File: src/rtl/vend_ctrl_param_if.sv
// Signal bundle between the front-panel conditioner, vend_ctrl_param and the
// dispenser/coin-return drivers. "slave" is the controller side.
interface vend_ctrl_param_if #(
  parameter int ITEM_W = 3,
  parameter int AMT_W  = 2,
  parameter int CENT_W = 10
);
  logic              i_cancel;
  logic              i_cont;
  logic [ITEM_W-1:0] i_item_sel;
  logic [AMT_W-1:0]  i_amt_sel;
  logic              i_dime;
  logic              i_quater;
  logic              i_dollar;
  logic [2:0]        o_state;
  logic [CENT_W-1:0] o_collected;
  logic [CENT_W-1:0] o_change;
  logic [ITEM_W-1:0] o_item;
  logic [AMT_W-1:0]  o_amt;
  logic [ITEM_W-1:0] o_delivery;
  logic [AMT_W-1:0]  o_vend_qty;
  logic              o_sold_out;
  logic              o_coin_rej;
  logic              o_timeout;

  modport master (
    output i_cancel, i_cont, i_item_sel, i_amt_sel, i_dime, i_quater, i_dollar,
    input  o_state, o_collected, o_change, o_item, o_amt, o_delivery,
           o_vend_qty, o_sold_out, o_coin_rej, o_timeout
  );

  modport slave (
    input  i_cancel, i_cont, i_item_sel, i_amt_sel, i_dime, i_quater, i_dollar,
    output o_state, o_collected, o_change, o_item, o_amt, o_delivery,
           o_vend_qty, o_sold_out, o_coin_rej, o_timeout
  );
endinterface

File: src/rtl/vend_ctrl_param.sv
// Parametrised vending controller: item/quantity selection, coin credit,
// per-item stock, vend with change, cancel refund and PAY inactivity timeout.
module vend_ctrl_param #(
  parameter int ITEM_W     = 3,
  parameter int AMT_W      = 2,
  parameter int CENT_W     = 10,
  parameter int BASE_PRICE = 50,
  parameter int PRICE_STEP = 25,
  parameter int STOCK_W    = 4,
  parameter int STOCK_INIT = 5,
  parameter int TIMEOUT    = 64
) (
  input logic              clk,
  input logic              rst_n,
  vend_ctrl_param_if.slave bus
);
  localparam int N_ITEMS = 2**ITEM_W;
  localparam int COST_W  = CENT_W + AMT_W;
  localparam int CMP_W   = (STOCK_W > AMT_W) ? STOCK_W : AMT_W;
  localparam int CNT_W   = $clog2(TIMEOUT) + 1;
  localparam int SUM_W   = CENT_W + 8;
  localparam longint MAX_CENT  = (longint'(1) << CENT_W) - 1;
  localparam longint MAX_PRICE = longint'(BASE_PRICE) + longint'(N_ITEMS - 2) * longint'(PRICE_STEP);
  localparam longint MAX_COST  = MAX_PRICE * ((longint'(1) << AMT_W) - 1);

  generate
    if (MAX_COST > MAX_CENT) begin : g_cost_range_check
      $error("vend_ctrl_param: most expensive order does not fit in CENT_W bits");
    end
  endgenerate

  typedef enum logic [2:0] {
    ST_IDLE = 3'd0,
    ST_QTY  = 3'd1,
    ST_PAY  = 3'd2,
    ST_VEND = 3'd3,
    ST_HOLD = 3'd4
  } state_t;

  state_t             r_state, w_state_next;
  logic [CENT_W-1:0]  r_collected, w_collected_next;
  logic [CENT_W-1:0]  r_change, w_change_next;
  logic [ITEM_W-1:0]  r_item, w_item_next;
  logic [AMT_W-1:0]   r_amt, w_amt_next;
  logic [ITEM_W-1:0]  r_delivery, w_delivery_next;
  logic [AMT_W-1:0]   r_vend_qty, w_vend_qty_next;
  logic               r_sold_out, w_sold_out_next;
  logic               r_coin_rej, w_coin_rej_next;
  logic               r_timeout, w_timeout_next;
  logic [COST_W-1:0]  r_cost, w_cost_next;
  logic [CNT_W-1:0]   r_idle_cnt, w_idle_cnt_next;

  logic r_prev_cancel, r_prev_cont, r_prev_dime, r_prev_quater, r_prev_dollar;
  logic w_cancel_ev, w_cont_ev, w_dime_ev, w_quater_ev, w_dollar_ev;

  assign w_cancel_ev = bus.i_cancel & ~r_prev_cancel;
  assign w_cont_ev   = bus.i_cont   & ~r_prev_cont;
  assign w_dime_ev   = bus.i_dime   & ~r_prev_dime;
  assign w_quater_ev = bus.i_quater & ~r_prev_quater;
  assign w_dollar_ev = bus.i_dollar & ~r_prev_dollar;

  // Price lookup, one constant entry per item code (entry 0 is "no item").
  logic [CENT_W-1:0] w_price_tbl [N_ITEMS];
  assign w_price_tbl[0] = '0;
  for (genvar gi = 1; gi < N_ITEMS; gi++) begin : g_price
    assign w_price_tbl[gi] = CENT_W'(BASE_PRICE + (gi - 1) * PRICE_STEP);
  end

  // Stock counters; only the vended item decrements, and only in VEND.
  logic [STOCK_W-1:0] w_stock [N_ITEMS];
  for (genvar gi = 0; gi < N_ITEMS; gi++) begin : g_stock
    logic [STOCK_W-1:0] r_cnt;
    always_ff @(posedge clk or negedge rst_n) begin
      if (!rst_n) begin
        r_cnt <= STOCK_W'(STOCK_INIT);
      end else if (r_state == ST_VEND && r_item == ITEM_W'(gi)) begin
        r_cnt <= r_cnt - STOCK_W'(r_amt);
      end
    end
    assign w_stock[gi] = r_cnt;
  end

  // Coin events of one cycle are summed and accepted or rejected as a whole.
  logic [SUM_W-1:0]  w_coin_sum, w_coin_total;
  logic              w_coin_any, w_coin_open, w_coin_acc;
  logic [CENT_W-1:0] w_credit;
  logic [COST_W-1:0] w_cost_calc;
  logic              w_qty_ok;

  assign w_coin_sum   = (w_dime_ev   ? SUM_W'(10)  : '0)
                      + (w_quater_ev ? SUM_W'(25)  : '0)
                      + (w_dollar_ev ? SUM_W'(100) : '0);
  assign w_coin_any   = w_dime_ev | w_quater_ev | w_dollar_ev;
  assign w_coin_open  = (r_state == ST_IDLE) || (r_state == ST_QTY) || (r_state == ST_PAY);
  assign w_coin_total = SUM_W'(r_collected) + w_coin_sum;
  assign w_coin_acc   = w_coin_any && w_coin_open && (w_coin_total <= SUM_W'(MAX_CENT));
  assign w_credit     = w_coin_acc ? w_coin_total[CENT_W-1:0] : r_collected;
  assign w_cost_calc  = COST_W'(w_price_tbl[r_item]) * COST_W'(bus.i_amt_sel);
  assign w_qty_ok     = CMP_W'(bus.i_amt_sel) <= CMP_W'(w_stock[r_item]);

  always_comb begin
    w_state_next     = r_state;
    w_collected_next = w_credit;
    w_change_next    = r_change;
    w_item_next      = r_item;
    w_amt_next       = r_amt;
    w_delivery_next  = '0;
    w_vend_qty_next  = '0;
    w_sold_out_next  = 1'b0;
    w_coin_rej_next  = w_coin_any && !w_coin_acc;
    w_timeout_next   = 1'b0;
    w_cost_next      = r_cost;
    w_idle_cnt_next  = r_idle_cnt;

    unique case (r_state)
      ST_IDLE: begin
        if (w_cancel_ev) begin
          w_change_next    = w_credit;
          w_collected_next = '0;
          w_state_next     = ST_HOLD;
        end else if (bus.i_item_sel != '0) begin
          if (w_stock[bus.i_item_sel] != '0) begin
            w_item_next  = bus.i_item_sel;
            w_state_next = ST_QTY;
          end else begin
            w_sold_out_next = 1'b1;
          end
        end
      end
      ST_QTY: begin
        if (w_cancel_ev) begin
          w_change_next    = w_credit;
          w_collected_next = '0;
          w_state_next     = ST_HOLD;
        end else if (bus.i_amt_sel != '0) begin
          if (w_qty_ok) begin
            w_amt_next      = bus.i_amt_sel;
            w_cost_next     = w_cost_calc;
            w_idle_cnt_next = '0;
            w_state_next    = ST_PAY;
          end else begin
            w_sold_out_next = 1'b1;
          end
        end
      end
      ST_PAY: begin
        if (w_cancel_ev) begin
          w_change_next    = w_credit;
          w_collected_next = '0;
          w_state_next     = ST_HOLD;
        end else if (COST_W'(w_credit) >= r_cost) begin
          w_state_next = ST_VEND;
        end else if (w_coin_acc) begin
          w_idle_cnt_next = '0;
        end else if (r_idle_cnt == CNT_W'(TIMEOUT - 1)) begin
          w_timeout_next   = 1'b1;
          w_change_next    = w_credit;
          w_collected_next = '0;
          w_state_next     = ST_HOLD;
        end else begin
          w_idle_cnt_next = r_idle_cnt + CNT_W'(1);
        end
      end
      ST_VEND: begin
        // Coins are refused here, so w_credit equals r_collected.
        w_delivery_next  = r_item;
        w_vend_qty_next  = r_amt;
        w_change_next    = CENT_W'(COST_W'(r_collected) - r_cost);
        w_collected_next = '0;
        w_state_next     = ST_HOLD;
      end
      ST_HOLD: begin
        if (w_cont_ev) begin
          w_change_next = '0;
          w_item_next   = '0;
          w_amt_next    = '0;
          w_state_next  = ST_IDLE;
        end
      end
      default: begin
        w_state_next = ST_IDLE;
      end
    endcase
  end

  always_ff @(posedge clk or negedge rst_n) begin
    if (!rst_n) begin
      r_state       <= ST_IDLE;
      r_collected   <= '0;
      r_change      <= '0;
      r_item        <= '0;
      r_amt         <= '0;
      r_delivery    <= '0;
      r_vend_qty    <= '0;
      r_sold_out    <= 1'b0;
      r_coin_rej    <= 1'b0;
      r_timeout     <= 1'b0;
      r_cost        <= '0;
      r_idle_cnt    <= '0;
      r_prev_cancel <= 1'b0;
      r_prev_cont   <= 1'b0;
      r_prev_dime   <= 1'b0;
      r_prev_quater <= 1'b0;
      r_prev_dollar <= 1'b0;
    end else begin
      r_state       <= w_state_next;
      r_collected   <= w_collected_next;
      r_change      <= w_change_next;
      r_item        <= w_item_next;
      r_amt         <= w_amt_next;
      r_delivery    <= w_delivery_next;
      r_vend_qty    <= w_vend_qty_next;
      r_sold_out    <= w_sold_out_next;
      r_coin_rej    <= w_coin_rej_next;
      r_timeout     <= w_timeout_next;
      r_cost        <= w_cost_next;
      r_idle_cnt    <= w_idle_cnt_next;
      r_prev_cancel <= bus.i_cancel;
      r_prev_cont   <= bus.i_cont;
      r_prev_dime   <= bus.i_dime;
      r_prev_quater <= bus.i_quater;
      r_prev_dollar <= bus.i_dollar;
    end
  end

  assign bus.o_state     = r_state;
  assign bus.o_collected = r_collected;
  assign bus.o_change    = r_change;
  assign bus.o_item      = r_item;
  assign bus.o_amt       = r_amt;
  assign bus.o_delivery  = r_delivery;
  assign bus.o_vend_qty  = r_vend_qty;
  assign bus.o_sold_out  = r_sold_out;
  assign bus.o_coin_rej  = r_coin_rej;
  assign bus.o_timeout   = r_timeout;
endmodule

File: src/flat_wrapper.sv
// flat-port wrapper written by rule: the top's interface ports become plain ports
module vend_ctrl_param_flat 
#(
  parameter int ITEM_W     = 3,
  parameter int AMT_W      = 2,
  parameter int CENT_W     = 10,
  parameter int BASE_PRICE = 50,
  parameter int PRICE_STEP = 25,
  parameter int STOCK_W    = 4,
  parameter int STOCK_INIT = 5,
  parameter int TIMEOUT    = 64
)
  (clk, rst_n, bus_i_cancel, bus_i_cont, bus_i_item_sel, bus_i_amt_sel, bus_i_dime, bus_i_quater, bus_i_dollar, bus_o_state, bus_o_collected, bus_o_change, bus_o_item, bus_o_amt, bus_o_delivery, bus_o_vend_qty, bus_o_sold_out, bus_o_coin_rej, bus_o_timeout);
  vend_ctrl_param_if #(.ITEM_W(ITEM_W), .AMT_W(AMT_W), .CENT_W(CENT_W)) bus_i ();
  input logic clk;
  input logic rst_n;
  input wire logic [$bits(bus_i.i_cancel)-1:0] bus_i_cancel;
  input wire logic [$bits(bus_i.i_cont)-1:0] bus_i_cont;
  input wire logic [$bits(bus_i.i_item_sel)-1:0] bus_i_item_sel;
  input wire logic [$bits(bus_i.i_amt_sel)-1:0] bus_i_amt_sel;
  input wire logic [$bits(bus_i.i_dime)-1:0] bus_i_dime;
  input wire logic [$bits(bus_i.i_quater)-1:0] bus_i_quater;
  input wire logic [$bits(bus_i.i_dollar)-1:0] bus_i_dollar;
  output wire logic [$bits(bus_i.o_state)-1:0] bus_o_state;
  output wire logic [$bits(bus_i.o_collected)-1:0] bus_o_collected;
  output wire logic [$bits(bus_i.o_change)-1:0] bus_o_change;
  output wire logic [$bits(bus_i.o_item)-1:0] bus_o_item;
  output wire logic [$bits(bus_i.o_amt)-1:0] bus_o_amt;
  output wire logic [$bits(bus_i.o_delivery)-1:0] bus_o_delivery;
  output wire logic [$bits(bus_i.o_vend_qty)-1:0] bus_o_vend_qty;
  output wire logic [$bits(bus_i.o_sold_out)-1:0] bus_o_sold_out;
  output wire logic [$bits(bus_i.o_coin_rej)-1:0] bus_o_coin_rej;
  output wire logic [$bits(bus_i.o_timeout)-1:0] bus_o_timeout;
  assign bus_i.i_cancel = bus_i_cancel;
  assign bus_i.i_cont = bus_i_cont;
  assign bus_i.i_item_sel = bus_i_item_sel;
  assign bus_i.i_amt_sel = bus_i_amt_sel;
  assign bus_i.i_dime = bus_i_dime;
  assign bus_i.i_quater = bus_i_quater;
  assign bus_i.i_dollar = bus_i_dollar;
  assign bus_o_state = bus_i.o_state;
  assign bus_o_collected = bus_i.o_collected;
  assign bus_o_change = bus_i.o_change;
  assign bus_o_item = bus_i.o_item;
  assign bus_o_amt = bus_i.o_amt;
  assign bus_o_delivery = bus_i.o_delivery;
  assign bus_o_vend_qty = bus_i.o_vend_qty;
  assign bus_o_sold_out = bus_i.o_sold_out;
  assign bus_o_coin_rej = bus_i.o_coin_rej;
  assign bus_o_timeout = bus_i.o_timeout;
  vend_ctrl_param #(.ITEM_W(ITEM_W), .AMT_W(AMT_W), .CENT_W(CENT_W), .BASE_PRICE(BASE_PRICE), .PRICE_STEP(PRICE_STEP), .STOCK_W(STOCK_W), .STOCK_INIT(STOCK_INIT), .TIMEOUT(TIMEOUT)) u_core (.clk(clk), .rst_n(rst_n), .bus(bus_i));
endmodule
File: config.mk
export PLATFORM = sky130hd
export DESIGN_NAME = vend_ctrl_param_flat
export DESIGN_NICKNAME = d
export VERILOG_FILES = /design/src/rtl/vend_ctrl_param_if.sv /design/src/rtl/vend_ctrl_param.sv /design/src/flat_wrapper.sv
export SDC_FILE = /design/constraint.sdc
export NUM_CORES = 1
export LEC_CHECK = 0
export BUFFER_PORTS_ARGS = -buffer_cell sky130_fd_sc_hd__buf_2
export CORE_MARGIN = 2
export CORE_UTILIZATION = 45
export CTS_CLUSTER_SIZE = 24
export DETAILED_ROUTE_END_ITERATION = 16
export GPL_TIMING_DRIVEN = 0
export PLACE_DENSITY_LB_ADDON = 0.25
export SETUP_SLACK_MARGIN = 0.5
export SYNTH_ARGS = -nofsm -noshare
export SYNTH_HDL_FRONTEND = slang
export SYNTH_SLANG_ARGS = --single-unit
File: constraint.sdc
create_clock -name clk -period 9.1 [get_ports clk]
set_clock_uncertainty 0.15 [all_clocks]
set_input_delay 0.455 -clock clk [delete_from_list [all_inputs] [get_ports clk]]
set_output_delay 0.455 -clock clk [all_outputs]
set_load 0.05 [all_outputs]
==> metrics.md, run 1 <==
| Metric | Value |
|---|---|
| Cells along the critical path | `nor2b_1, xor2_1, ha_1, a21o_1, ha_1, o21ai_1, o21a_1, o21a_1, o311ai_4, buf_6, mux2i_1, ha_1, nand2b_1, a21o_1, a211oi_1, o21ai_0, o31ai_1, a31oi_1, a31oi_1` |
| Crit path launch type | `flip-flop` |
| Syn Nets | `719` |
| Die Height | `121 um` |
| Core ar. | `13300 um2` |
| Sequential area share after synthesis | `36.9%` |
| Area Overhead vs Synth | `12.6%` |
| Power, Total | `1950 uW` |
| Initial Utilization | `46.4%` |
| Clk root buf | `clkbuf_16` |
| First-pass GRT wire length | `24700 um` |
| Sw Ratio | `45.9%` |
| Status | `completed` |
| Most common cell on crit path | `ha_1` |
| Pleak | `0.00322 uW` |
| Hold Crit Class | `in2reg` |
| Required @ worst endpoint | `9220 ps` |
| Worst path buffer plus inverter count | `1` |
| Pin count of the biggest net entering global routing | `63` |
| Worst path slowest cell | `o31ai_1` |
| P_int | `1060 uW` |
| Seq cells post-synth | `90` |
| Final setup viols | `0` |
| Sw power | `895 uW` |
| Initial antenna violation count | `0` |
| GRT overflow | `0` |
| Vias in the first global route | `5020` |
| Detailed Route WL | `14500 um` |
| Post-DR wirelength/cell | `16.6 um` |
| Synth Instances | `631` |
| Count of pins over their slew limit | `0` |
| PwrDens | `281 nW/um2` |
| GPL Wtd Cong | `0.877` |
| Average size of a mapped cell | `9.77 um2` |
| # resized after CTS | `0` |
| Setup CP Type | `reg2reg` |
| Power share of the clock group | `18.7%` |
| Post-synth ARST share | `100%` |
| Worst-path clk slew | `60 ps` |
| Via count | `4878` |
| Post-Syn Area | `6160 um2` |
| Longest Clk Path Bufs | `2` |
| Vias per cell | `5.60` |
| Tcrit/Tclk final | `62.8%` |
| RSZ-0062 raised after global routing | `false` |
| Htree depth | `3` |
| CP top delay family | `compound AO/OA/AOI/OAI gates` |
| TNS Setup | `0 ps` |
| EDFF count, synth | `0` |
| Die area | `14600 um2` |
| Ant diodes | `0` |
| Synthesis Warnings | `0` |
| Flop pwr share | `28.4%` |
| DP HPWL | `11100 um` |
| Main flop type after synthesis | `dfrtp_1` |
| Core Rows | `42` |
| Count of unique library cells instantiated by Yosys | `58` |
| Slew @ Worst Pin | `812 ps` |
| Ports | `48` |
| Tmin final | `5720 ps` |
| Hold Vio Cnt, Final | `0` |
| Crit path largest cell delay | `690 ps` |
| GR Util All Layers | `21.7%` |
| DR pass1 iterations | `5` |
| Port Buffers | `47` |
| CTS tree | `yes` |
| Critical Path End Type | `flip-flop` |
| Residual DRC | `0` |
| Die width | `121 um` |
| CP arrival | `5840 ps` |
| Fmax | `0.175 GHz` |
| Combinational cell fraction of total power | `52.9%` |
| Clock sink total | `90` |
| Initial DRC count | `204` |
| VDD IR max | `0.000148 V` |
| Share of layout cells above drive strength 1 | `15.3%` |
| Nets | `779` |
| Worst skew pair latency | `350 ps` |
| Rel. slew slack | `45.9%` |
| TritonCTS buffer count | `9` |
| Max-cap violations | `0` |
| Max Fanout on Critical Path | `10` |
| Post-detailed-route count of antenna-violating nets | `0` |
## cell families (layout without fill, tap and decap cells)
kind of cell	after synthesis	count (layout)	share of synthesized area (%)
simple gates	180	180	13.9
buf+inv	74	138	4.85
fa+ha+maj	76	76	16.8
xor+xnor	40	40	5.68
compound gates	147	147	16.5
mux	24	24	5.40
flops	90	90	36.9
## synthesized netlist by cell type, types with 13 or more instances
| library cell | instances | area [um2] |
|---|---|---|
| o21ai_0 | 49 | 245 |
| ha_1 | 65 | 813 |
| xnor2_1 | 21 | 184 |
| and2_1 | 13 | 81.3 |
| inv_1 | 62 | 233 |
| nand2_1 | 66 | 248 |
| nand3_1 | 13 | 65.1 |
| a21oi_1 | 23 | 115 |
| nor2_1 | 39 | 146 |
| dfstp_2 | 16 | 420 |
| mux2i_1 | 13 | 130 |
| xor2_1 | 19 | 166 |
| dfrtp_1 | 74 | 1850 |
## layout make-up
class	count	area, um2
clock inverter	3	42.5
clock buffer	12	236
multi-input combinational	467	3590
sequential	90	2270
inverter	62	233
buffer	12	66.3
timing repair buffer	49	275
tap	176	220
fill	1207	6360
## metal layers
| layer | vias to the layer above | GRT usage, % | wire [um] |
|---|---|---|---|
| met5 | - | 0 | 0 |
| met4 | 0 | 9.96 | 549 |
| met3 | 45 | 5.12 | 570 |
| met2 | 116 | 35.2 | 6960 |
| met1 | 2380 | 27.4 | 6410 |
| li1 | 2337 | - | - |
## power by group through the flow
stage                     clock [uW]  combinational [uW]  sequential (uW)
final                            366                1030              554
after global routing             391                1150              567
after CTS                        377                1040              555
after detailed placement           0                1030              561
after global placement             0                1000              557
after floorplan                    0                 623              702
## through the flow
step	util, %	cell area [um2]	worst slack (ps)	instances	hold slack (ps)
global route	52.2	6940	3070	871	60.5
detailed placement	50.0	6650	3170	855	269
finish	52.2	6940	3380	871	69.2
floorplan	-	6160	4350	631	9.41
CTS	52.2	6940	3380	871	55.1
global placement	49.8	6620	3360	854	317
## worst paths after layout
check | start | to | slack (ps) | depth (start not counted)
setup / recovery | u_core.r_prev_quater$_DFF_PN0_ | u_core.r_idle_cnt[5]$_DFFE_PN0P_ | 3380 | 19
hold / removal | bus_i_cont | u_core.r_prev_cont$_DFF_PN0_ | 70 | 1
setup reg to reg | u_core.r_prev_quater$_DFF_PN0_ | u_core.r_idle_cnt[5]$_DFFE_PN0P_ | 3380 | 19
hold reg to reg | u_core.r_cost[7]$_DFFE_PN0P_ | u_core.r_cost[7]$_DFFE_PN0P_ | 330 | 2
max in group asynchronous | rst_n | u_core.g_stock[6].r_cnt[2]$_DFFE_PN1P_ | 7690 | 3
min in group asynchronous | rst_n | u_core.r_idle_cnt[4]$_DFFE_PN0P_ | 430 | 2
## layout by cell type, fill, tap and decap left out, drive strengths merged, types with 9 or more instances in the layout
master,netlist,final
nor2b,12,12
o21a,9,9
o21ai,50,50
a21oi,23,23
mux2i,13,13
ha,65,65
and2,13,13
nand3,13,13
inv,62,62
xor2,19,19
a21o,12,12
buf,9,57
dfrtp,74,74
xnor2,21,21
nand2,66,66
clkbuf,3,15
nor2,41,41
fa,11,11
dfstp,16,16
## what timing repair did
action / CTS / global route
hold buffers: 1 / 0
hold endpoints to repair: 28 / 0
setup buffers: 0 / 0
## registers in the layout, summed over array words and instances (netlist names), 2 cells and up
signal                  count
u_core.bus.o_vend_qty       2
u_core.bus.o_collected     10
u_core.r_idle_cnt           7
u_core.bus.o_state          3
u_core.bus.o_change        10
u_core.r_cost              10
u_core.bus.o_amt            2
u_core.g_stock.r_cnt       32
u_core.bus.o_item           3
u_core.bus.o_delivery       3
Power figures use the tool's default switching activity.
==> inputs of run 2 (changes only) <==
==> constraint.sdc (replaced) <==
create_clock -name clk -period 5 [get_ports clk]
set_clock_uncertainty 0.15 [all_clocks]
set_input_delay 0.25 -clock clk [delete_from_list [all_inputs] [get_ports clk]]
set_output_delay 0.25 -clock clk [all_outputs]
set_load 0.05 [all_outputs]
==> run 2 against run 1 <==
Worst setup slack worse by 2800 ps. Total power is 100% higher. Via count is 3.1% higher. Non-clock buffer count is 30 higher. Sequential power is 84% higher. Routed wire length is 7.3% higher. Clock power is 92% higher.
==> metrics.md, run 2 (synthesis results as in run 1) <==
| Metric | Value |
|---|---|
| Status | `completed` |
| Worst-path clk slew | `60 ps` |
| Final setup viols | `0` |
| Initial DRC count | `248` |
| Reg2reg end | `u_core.bus.o_change[5]$_DFFE_PN0P_` |
| Slew @ Worst Pin | `815 ps` |
| Commonest non-fill, non-tap cell in the layout | `dfrtp_1` |
| Crit path launch type | `flip-flop` |
| Pin count of the biggest net entering global routing | `53` |
| GR Util All Layers | `22.1%` |
| Longest Clk Path Bufs | `2` |
| Placed insts | `855` |
| Reg with most FFs | `u_core.g_stock.r_cnt` |
| Power, Total | `4000 uW` |
| Non-filler cells, final | `902` |
| Pre-CTS setup slack | `-536 ps` |
| Port Buffers | `47` |
| Ports | `48` |
| Rel. slew slack | `45.5%` |
| GPL Wtd Cong | `0.875` |
| VDD IR max | `0.000240 V` |
| CP arrival | `4550 ps` |
| TritonCTS buffer count | `9` |
| First-pass GRT wire length | `25400 um` |
| Tcrit/Tclk final | `89.2%` |
| Nets | `809` |
| Post-DR wirelength/cell | `17.2 um` |
| Clock sink total | `90` |
| Required @ worst endpoint | `5090 ps` |
| Critical Path End Type | `flip-flop` |
| Area Overhead vs Synth | `22.3%` |
| Hold Vio Cnt, Final | `0` |
| Clk root buf | `clkbuf_16` |
| HP Start | `bus_i_item_sel[1]` |
| CTS tree | `yes` |
| FF-to-FF path depth | `20` |
| Reg2reg start | `u_core.r_prev_quater$_DFF_PN0_` |
| Post-detailed-route count of antenna-violating nets | `0` |
| Hold EP | `u_core.bus.o_item[1]$_DFFE_PN0P_` |
| Core Rows | `42` |
| Die width | `121 um` |
| Residual DRC | `0` |
| Vias per cell | `5.57` |
| Most frequent cells in the layout | `dfrtp_1, nand2_1, inv_1` |
| DP HPWL | `11300 um` |
| Final worst setup slack | `540 ps` |
| Setup CP Type | `reg2reg` |
| Share of layout cells above drive strength 1 | `23.8%` |
| Htree depth | `3` |
| DR pass1 iterations | `4` |
| Register-to-register setup slack | `540 ps` |
| Max reg flops | `32` |
| Die Height | `121 um` |
| Max-cap violations | `0` |
| Hold Crit Class | `in2reg` |
| Initial Utilization | `46.4%` |
| Detailed Route WL | `15600 um` |
| Count of pins over their slew limit | `0` |
| Tmin final | `4460 ps` |
| Hold Crit Depth | `3` |
| PwrDens | `530 nW/um2` |
| GRT overflow | `0` |
| Initial antenna violation count | `0` |
| RSZ-0062 raised after global routing | `true` |
| Ant diodes | `0` |
| Worst skew pair latency | `350 ps` |
| Max Fanout on Critical Path | `8` |
| Via count | `5027` |
| Pleak | `0.00342 uW` |
| Core ar. | `13300 um2` |
| Vias in the first global route | `5089` |
| Fmax | `0.224 GHz` |
| Die area | `14600 um2` |
[run 2: changes by cell type in the layout (fill, tap and decap cells not counted), sizes merged]
cell / before / now
clkbuf: 15 / 17
dlygate4sd3: 1 / 6
clkinv: 1 / 0
buf: 57 / 82
[run 2: repair_timing]
| action | in CTS | in global routing |
|---|---|---|
| endpoints found under the setup margin | 31 | 28 |
| hold buffers | 6 | 0 |
| cloned | 0 | 0 |
| hold endpoints to repair | 39 | 0 |
| buffers inserted | 10 | 15 |
| gates resized for setup | 22 | 40 |
| pin swaps | 5 | 22 |
[run 2: critical path, stage by stage, from the launching register on]
cell and delay, ps:
dfrtp_1 400, nor2b_4 150, xor2_2 100, ha_4 170, a21o_1 180, ha_4 280, o21ai_2 50, o21a_1 200
o21a_1 200, o311ai_4 340, buf_6 200, mux2i_4 250, ha_1 250, nand2b_4 140, a21o_1 180, a211oi_4 330
o211a_1 190, a21o_1 140, buf_6 160, o221ai_2 120, o21a_1 150
[run 2: where the power goes]
group	total, uW	internal [uW]	switching (uW)	leakage [uW]
Clock	703	416	287	0.000143
Combinational	2280	909	1370	0.00214
Sequential	1020	857	159	0.00114
Total	4000	2180	1810	0.00342
[run 2: area by class of cell]
cell class	count	area [um2]
Tap cell	176	220
Clock inverter	2	37.5
Multi-Input combinational cell	467	3900
Fill cell	1135	5760
Inverter	62	233
Clock buffer	14	264
Buffer	12	75.1
Timing Repair Buffer	79	533
Sequential cell	90	2270
[run 2: worst max-delay path by stage]
| stage | to | start | cells past startpoint | slack (ps) |
|---|---|---|---|---|
| 6_report | u_core.bus.o_change[5]$_DFFE_PN0P_ | u_core.r_prev_quater$_DFF_PN0_ | 20 | 540 |
| 5_1_grt | u_core.bus.o_change[3]$_DFFE_PN0P_ | u_core.r_prev_quater$_DFF_PN0_ | 20 | 400 |
| 4_1_cts | u_core.bus.o_change[6]$_DFFE_PN0P_ | u_core.r_prev_dime$_DFF_PN0_ | 21 | 500 |
| 3_5_place_dp | u_core.bus.o_change[5]$_DFFE_PN0P_ | bus_i_quater | 21 | -540 |
| 3_3_place_gp | u_core.bus.o_change[5]$_DFFE_PN0P_ | bus_i_quater | 21 | -460 |
| 2_1_floorplan | u_core.r_idle_cnt[1]$_DFFE_PN0P_ | u_core.r_prev_quater$_DFF_PN0_ | 18 | 500 |
[run 2: per-layer routing]
layer,GRT usage (%),vias up,part of all wire [%]
met3,3.29,19,3.6
met4,7.34,0,1.9
met1,28.2,2482,44
li1,-,2412,-
met5,0,-,0
met2,38.3,114,51
[run 2: through the flow]
stage	hold slack (ps)	instance area, um2	setup TNS, ps	util, %
after global placement	219	6630	-8900	49.8
after detailed placement	115	6660	-11160	50.1
final	27.9	7540	0	56.7
after floorplan	-196	6170	0	-
after global routing	24.3	7540	0	56.7
after CTS	10.3	7190	0	54.1
